[config.mk]
export PLATFORM = sky130hd
export DESIGN_NAME = draw_player
export DESIGN_NICKNAME = d
export VERILOG_FILES = /design/src/rtl/draw_player.sv
export SDC_FILE = /design/constraint.sdc
export NUM_CORES = 1
export LEC_CHECK = 0
export BUFFER_PORTS_ARGS = -buffer_cell sky130_fd_sc_hd__buf_2
export CAP_MARGIN = 40
export CORE_MARGIN = 2
export CORE_UTILIZATION = 35
export CTS_CLUSTER_DIAMETER = 50
export DETAILED_ROUTE_END_ITERATION = 12
export PLACE_DENSITY = 0.53
export SYNTH_ARGS = -nofsm -noshare
export SYNTH_HDL_FRONTEND = slang
export SYNTH_SLANG_ARGS = --single-unit
[constraint.sdc]
create_clock -name clk -period 6.6 [get_ports clk]
set_input_delay 0.33 -clock clk [delete_from_list [all_inputs] [get_ports clk]]
set_output_delay 0.33 -clock clk [all_outputs]
set_load 0.1 [all_outputs]
[src/rtl/draw_player.sv]
// Player sprite overlay: draws a ROM-fetched sprite over the background stream with a 3-cycle
// pipeline. Define DRAW_PLAYER_TRANSPARENT_EN to treat KEY_RGB sprite pixels as see-through.
module draw_player #(
  parameter int unsigned SPR_W    = 48,
  parameter int unsigned SPR_H    = 64,
  parameter int unsigned ADDR_W   = 12,
  parameter int unsigned XPOS_RST = 100,
  parameter int unsigned YPOS_RST = 436,
  parameter logic [11:0] KEY_RGB  = 12'hF0F
) (
  input  logic              clk,
  input  logic              rst,
  input  logic [10:0]       vga_hcount_i,
  input  logic [10:0]       vga_vcount_i,
  input  logic              vga_hsync_i,
  input  logic              vga_vsync_i,
  input  logic              vga_hblnk_i,
  input  logic              vga_vblnk_i,
  input  logic [11:0]       vga_rgb_i,
  output logic [10:0]       vga_hcount_o,
  output logic [10:0]       vga_vcount_o,
  output logic              vga_hsync_o,
  output logic              vga_vsync_o,
  output logic              vga_hblnk_o,
  output logic              vga_vblnk_o,
  output logic [11:0]       vga_rgb_o,
  input  logic [10:0]       xpos_i,
  input  logic [10:0]       ypos_i,
  output logic [ADDR_W-1:0] rom_addr_o,
  input  logic [11:0]       rom_data_i,
  output logic              pos_latched_o
);

`ifdef DRAW_PLAYER_TRANSPARENT_EN
  localparam bit TranspEn = 1'b1;
`else
  localparam bit TranspEn = 1'b0;
`endif

  typedef struct packed {
    logic [10:0] hcount;
    logic [10:0] vcount;
    logic        hsync;
    logic        vsync;
    logic        hblnk;
    logic        vblnk;
    logic [11:0] rgb;
  } vga_t;

  vga_t              vga_in, s1_q, s2_q, out_q;
  logic              s1_box_q, s2_box_q;
  logic [10:0]       x_act_q, y_act_q;
  logic              vblnk_prev_q;
  logic              pos_latched_q;
  logic [ADDR_W-1:0] rom_addr_q;

  logic              in_box;
  logic              latch;
  logic [11:0]       h12, v12, x12, y12;
  logic [10:0]       dx, dy;
  logic [ADDR_W-1:0] rom_addr_d;
  logic              opaque;
  logic [11:0]       rgb_d;

  always_comb begin
    vga_in = '{hcount: vga_hcount_i, vcount: vga_vcount_i, hsync: vga_hsync_i,
               vsync: vga_vsync_i, hblnk: vga_hblnk_i, vblnk: vga_vblnk_i, rgb: vga_rgb_i};
    latch  = vga_vblnk_i && !vblnk_prev_q;
    // 12-bit compares so a sprite near the right/bottom edge truncates instead of wrapping
    h12    = {1'b0, vga_hcount_i};
    v12    = {1'b0, vga_vcount_i};
    x12    = {1'b0, x_act_q};
    y12    = {1'b0, y_act_q};
    in_box = !vga_hblnk_i && !vga_vblnk_i &&
             (h12 >= x12) && (h12 < x12 + 12'(SPR_W)) &&
             (v12 >= y12) && (v12 < y12 + 12'(SPR_H));
    dx     = vga_hcount_i - x_act_q;
    dy     = vga_vcount_i - y_act_q;
    rom_addr_d = in_box ? ADDR_W'(32'(dy) * SPR_W + 32'(dx)) : '0;
    opaque = s2_box_q && !(TranspEn && (rom_data_i == KEY_RGB));
    rgb_d  = opaque ? rom_data_i : s2_q.rgb;
  end

  always_ff @(posedge clk) begin
    if (rst) begin
      s1_q          <= '0;
      s2_q          <= '0;
      out_q         <= '0;
      s1_box_q      <= 1'b0;
      s2_box_q      <= 1'b0;
      x_act_q       <= 11'(XPOS_RST);
      y_act_q       <= 11'(YPOS_RST);
      vblnk_prev_q  <= 1'b0;
      pos_latched_q <= 1'b0;
      rom_addr_q    <= '0;
    end else begin
      vblnk_prev_q  <= vga_vblnk_i;
      pos_latched_q <= latch;
      if (latch) begin
        x_act_q <= xpos_i;
        y_act_q <= ypos_i;
      end
      s1_q       <= vga_in;
      s1_box_q   <= in_box;
      rom_addr_q <= rom_addr_d;
      s2_q       <= s1_q;
      s2_box_q   <= s1_box_q;
      out_q      <= s2_q;
      out_q.rgb  <= rgb_d;
    end
  end

  assign vga_hcount_o  = out_q.hcount;
  assign vga_vcount_o  = out_q.vcount;
  assign vga_hsync_o   = out_q.hsync;
  assign vga_vsync_o   = out_q.vsync;
  assign vga_hblnk_o   = out_q.hblnk;
  assign vga_vblnk_o   = out_q.vblnk;
  assign vga_rgb_o     = out_q.rgb;
  assign rom_addr_o    = rom_addr_q;
  assign pos_latched_o = pos_latched_q;

endmodule
==> summary.md <==
| Metric | Value |
|---|---|
| Clock Pin Slew Worst Setup and Hold Paths | `0.06 ns` |
| Post-CTS setup repair buffer count | `0` |
| Initial drt markers | `between 150 and 200` |
| Critical path arrival | `4.59 ns` |
| Skew final | `0.009079 ns` |
| DRC viols | `0` |
| Internal power | `1706 uW` |
| Post-synthesis sequential area ratio | `0.4861` |
| RSZ-0062 raised after global routing | `false` |
| Post-synth top area share | `0.4861` |
| Max Fclk | `231.1 MHz` |
| CP startpoint | `y_act_q[0]$_SDFFE_PP0P_` |
| Most used flip-flop cell after synthesis | `dfxtp_1` |
| Cells after Synth | `614` |
| WS Path Type | `reg -> reg` |
| Largest net degree at the start of global routing | `66` |
| Die W | `between 100 and 150 um` |
| Clock share of power | `0.359` |
| Final HPWL DP | `10340 um` |
| Syn Nets | `740` |
| CP max stage delay | `0.45 ns` |
| Via count of the first global-routing pass | `4524` |
| Synth area leaders | `dfxtp_1, nor2b_1, ha_1` |
| Endpoint class of the critical path | `flip-flop` |
| WL/cell | `between 10 and 15 um` |
| Bufs and invs on worst path | `1` |
| Total wire length | `13520 um` |
| Post-layout total power | `2475 uW` |
| FFs w/ async S/R, synth | `0` |
| Syn avg cell area | `10.13 um^2` |
| Main combinational cell family by area after synthesis | `simple AND/OR/NAND/NOR gates` |
| Crit path cell chain | `ha_1 > inv_1 > fa_1 > xor2_1 > ha_1 > a21o_1 > a21oi_1 > xor2_1 > xnor2_1 > ha_1 > and3_1 > a2111o_1 > a21o_1 > a21o_1 > xnor3_1 > xnor2_1 > nor4_2` |
| Post-Syn Area | `6218 um^2` |
| IO buf count | `between 100 and 150` |
| Cell Rows | `48` |
| Power density cells | `323.9 nW/um^2` |
| Post-route insts no fill | `about 1000` |
| Antenna Nets Post-Route | `0` |
| CTS sink count | `151` |
| Overflow after GRT | `0` |
| CTS tree | `done` |
| H-tree levels | `4` |
| Most frequent cells in the layout | `dfxtp_1, buf_2, nor2b_1` |
| Worst Path Required | `between 6 and 7 ns` |
| Share of cells above drive strength 1 | `0.2261` |
| DIE AREA | `between 15000 and 20000 um^2` |
| Setup TNS | `0 ns` |
| Leakage Power | `0.003432 uW` |
| Num CTS Buffers | `17` |
| Gp weighted congestion | `0.8089` |
| # hold bufs at CTS | `0` |
| Fin. max-slew vios | `0` |
| Min-Delay Path Class | `in -> reg` |
| EDFF count, synth | `0` |
| GRT Util Overall | `0.1486` |
| Area leader, netlist | `dfxtp_1` |
| CP max FO | `5` |
| DRT Pass-1 Iters | `4` |
| Post-Synth Simple-Gate Area | `0.1887` |
| Combinational Power Share | `0.252` |
| Final hold violations | `0` |
| Yosys reg bits | `151` |
| Pre-CTS WS | `2.090 ns` |
| XOR/XNOR share of the synthesized area | `0.05131` |
| Initial antenna violation count | `1` |
| Final Cycle Share | `0.6558` |
| Outcome | `completed` |
| Sw Ratio | `0.3105` |
| Crit path max-delay cell type | `a2111o_1` |
| Switching power | `768.5 uW` |
| Worst rel slew slack | `0.3963` |
| I/O Pins | `125` |
| Synth cell types | `57` |
| CP delay by family, top | `compound AO/OA/AOI/OAI gates` |
| Cts repair resizes | `0` |
| Hold path startpoint | `ypos_i[4]` |
| Final Critical Period | `around 4.3 ns` |
| Root buf cell | `clkbuf_16` |
| Sequential power share | `0.389` |
| Post-Place Cells | `945` |
| Critical path startpoint category | `flip-flop` |
| Mux contribution to synthesized area | `0.01932` |
| Peak VDD IR | `0.0001851 V` |
| Via count | `4486` |
| CTS Buffer Depth | `2` |
| RR Startpoint | `y_act_q[0]$_SDFFE_PP0P_` |
| Drt via density | `roughly 4.6` |
| First-pass GRT wire length | `21520 um` |
| Warnings from Yosys | `0` |
| Core area | `around 17000 um^2` |
| Layout area overhead | `22.88%` |
| Max-cap violations | `0` |
| Worst-Skew Late Latency | `0.42 ns` |
| Synth Area in Adders | `0.1111` |
| Complex-gate fraction of the synthesized area | `0.1080` |
| Worst-Margin Slew | `about 0.9 ns` |
| Worst Hold Slack | `about 0.11 ns` |
| Starting Density | `0.3583` |
| Final nets | `865` |
| Final Setup Violations | `0` |
| Commonest non-fill, non-tap cell in the layout | `dfxtp_1` |
| Die Y | `137.3 um` |
| Final worst slack | `2.272 ns` |
[through the flow]
stage	instance area [um^2]	utilization
global route	7639	0.4401
detailed placement	7094	0.4087
finish	7641	0.4402
floorplan	6218	-
CTS	7639	0.4401
global placement	7052	0.4063
[registers in the layout (all words and copies together) (netlist names), 11 cells and up]
register and flops:
s2_q 38, s1_q 37, rom_addr_o 12, vga_rgb_o 12
vga_hcount_o 11, vga_vcount_o 11, x_act_q 11, y_act_q 11
[path summary, 6_finish.rpt]
check	to	slack, ns	cells past startpoint
worst max-delay path	rom_addr_o[11]$_SDFF_PP0_	2.27	17
worst min-delay path	y_act_q[4]$_SDFFE_PP1P_	0.11	2
worst max register to register	rom_addr_o[11]$_SDFF_PP0_	2.27	17
worst min register to register	s2_q[30]$_SDFF_PP0_	0.43	1
[Yosys cell counts (2+ instances only)]
cell / instances
dfxtp_1: 151
nor2b_1: 106
ha_1: 48
inv_1: 35
nand2_1: 33
nor2_1: 31
a21oi_1: 23
xnor2_1: 21
clkbuf_1: 17
a21o_1: 13
mux2i_1: 12
nor4_1: 12
xor2_1: 11
o21ai_0: 10
nand3_1: 9
a211o_1: 8
nand2b_1: 5
o21a_1: 5
buf_1: 4
fa_1: 4
nor3_1: 4
o21ai_1: 4
a31oi_1: 3
o211ai_1: 3
a211oi_1: 2
a211oi_2: 2
and2_1: 2
and3_1: 2
buf_2: 2
nand4_1: 2
nor4b_1: 2
o22ai_1: 2
o31ai_1: 2
[power groups by stage]
stage,Combinational [uW],Sequential [uW],Clock (uW)
after floorplan,425,1040,0
after global placement,601,984,0
after detailed placement,621,984,0
after CTS,628,964,915
after global routing,696,967,957
final,623,964,888
[kinds of logic (layout without fill, tap and decap cells)]
group | count (synthesis) | after routing
AO/OA/AOI/OAI | 93 | 93
buffers and inverters | 58 | 196
flip-flops | 151 | 151
AND/OR/NAND/NOR | 213 | 213
multiplexers | 12 | 12
XOR/XNOR | 34 | 34
adder cells (fa/ha/maj) | 53 | 53
other | 0 | 1
[area by class of cell]
class	instances	area, um^2
fill	1696	9716
sequential	151	3023
multi-input combinational	405	2978
timing repair buffer	129	680.7
clock buffer	17	425.4
tap	225	281.5
inverter	35	131.4
clock inverter	15	118.9
antenna	1	2.502
[metal layers]
layer / up-vias / wire [um] / global-route usage
met4: 0 / 261 / 0.05384
met5: - / 0 / 0
met1: 2036 / 6182 / 0.1794
li1: 2324 / - / -
met2: 109 / 6295 / 0.2457
met3: 17 / 778 / 0.05004
(Power assumes the default switching activity.)
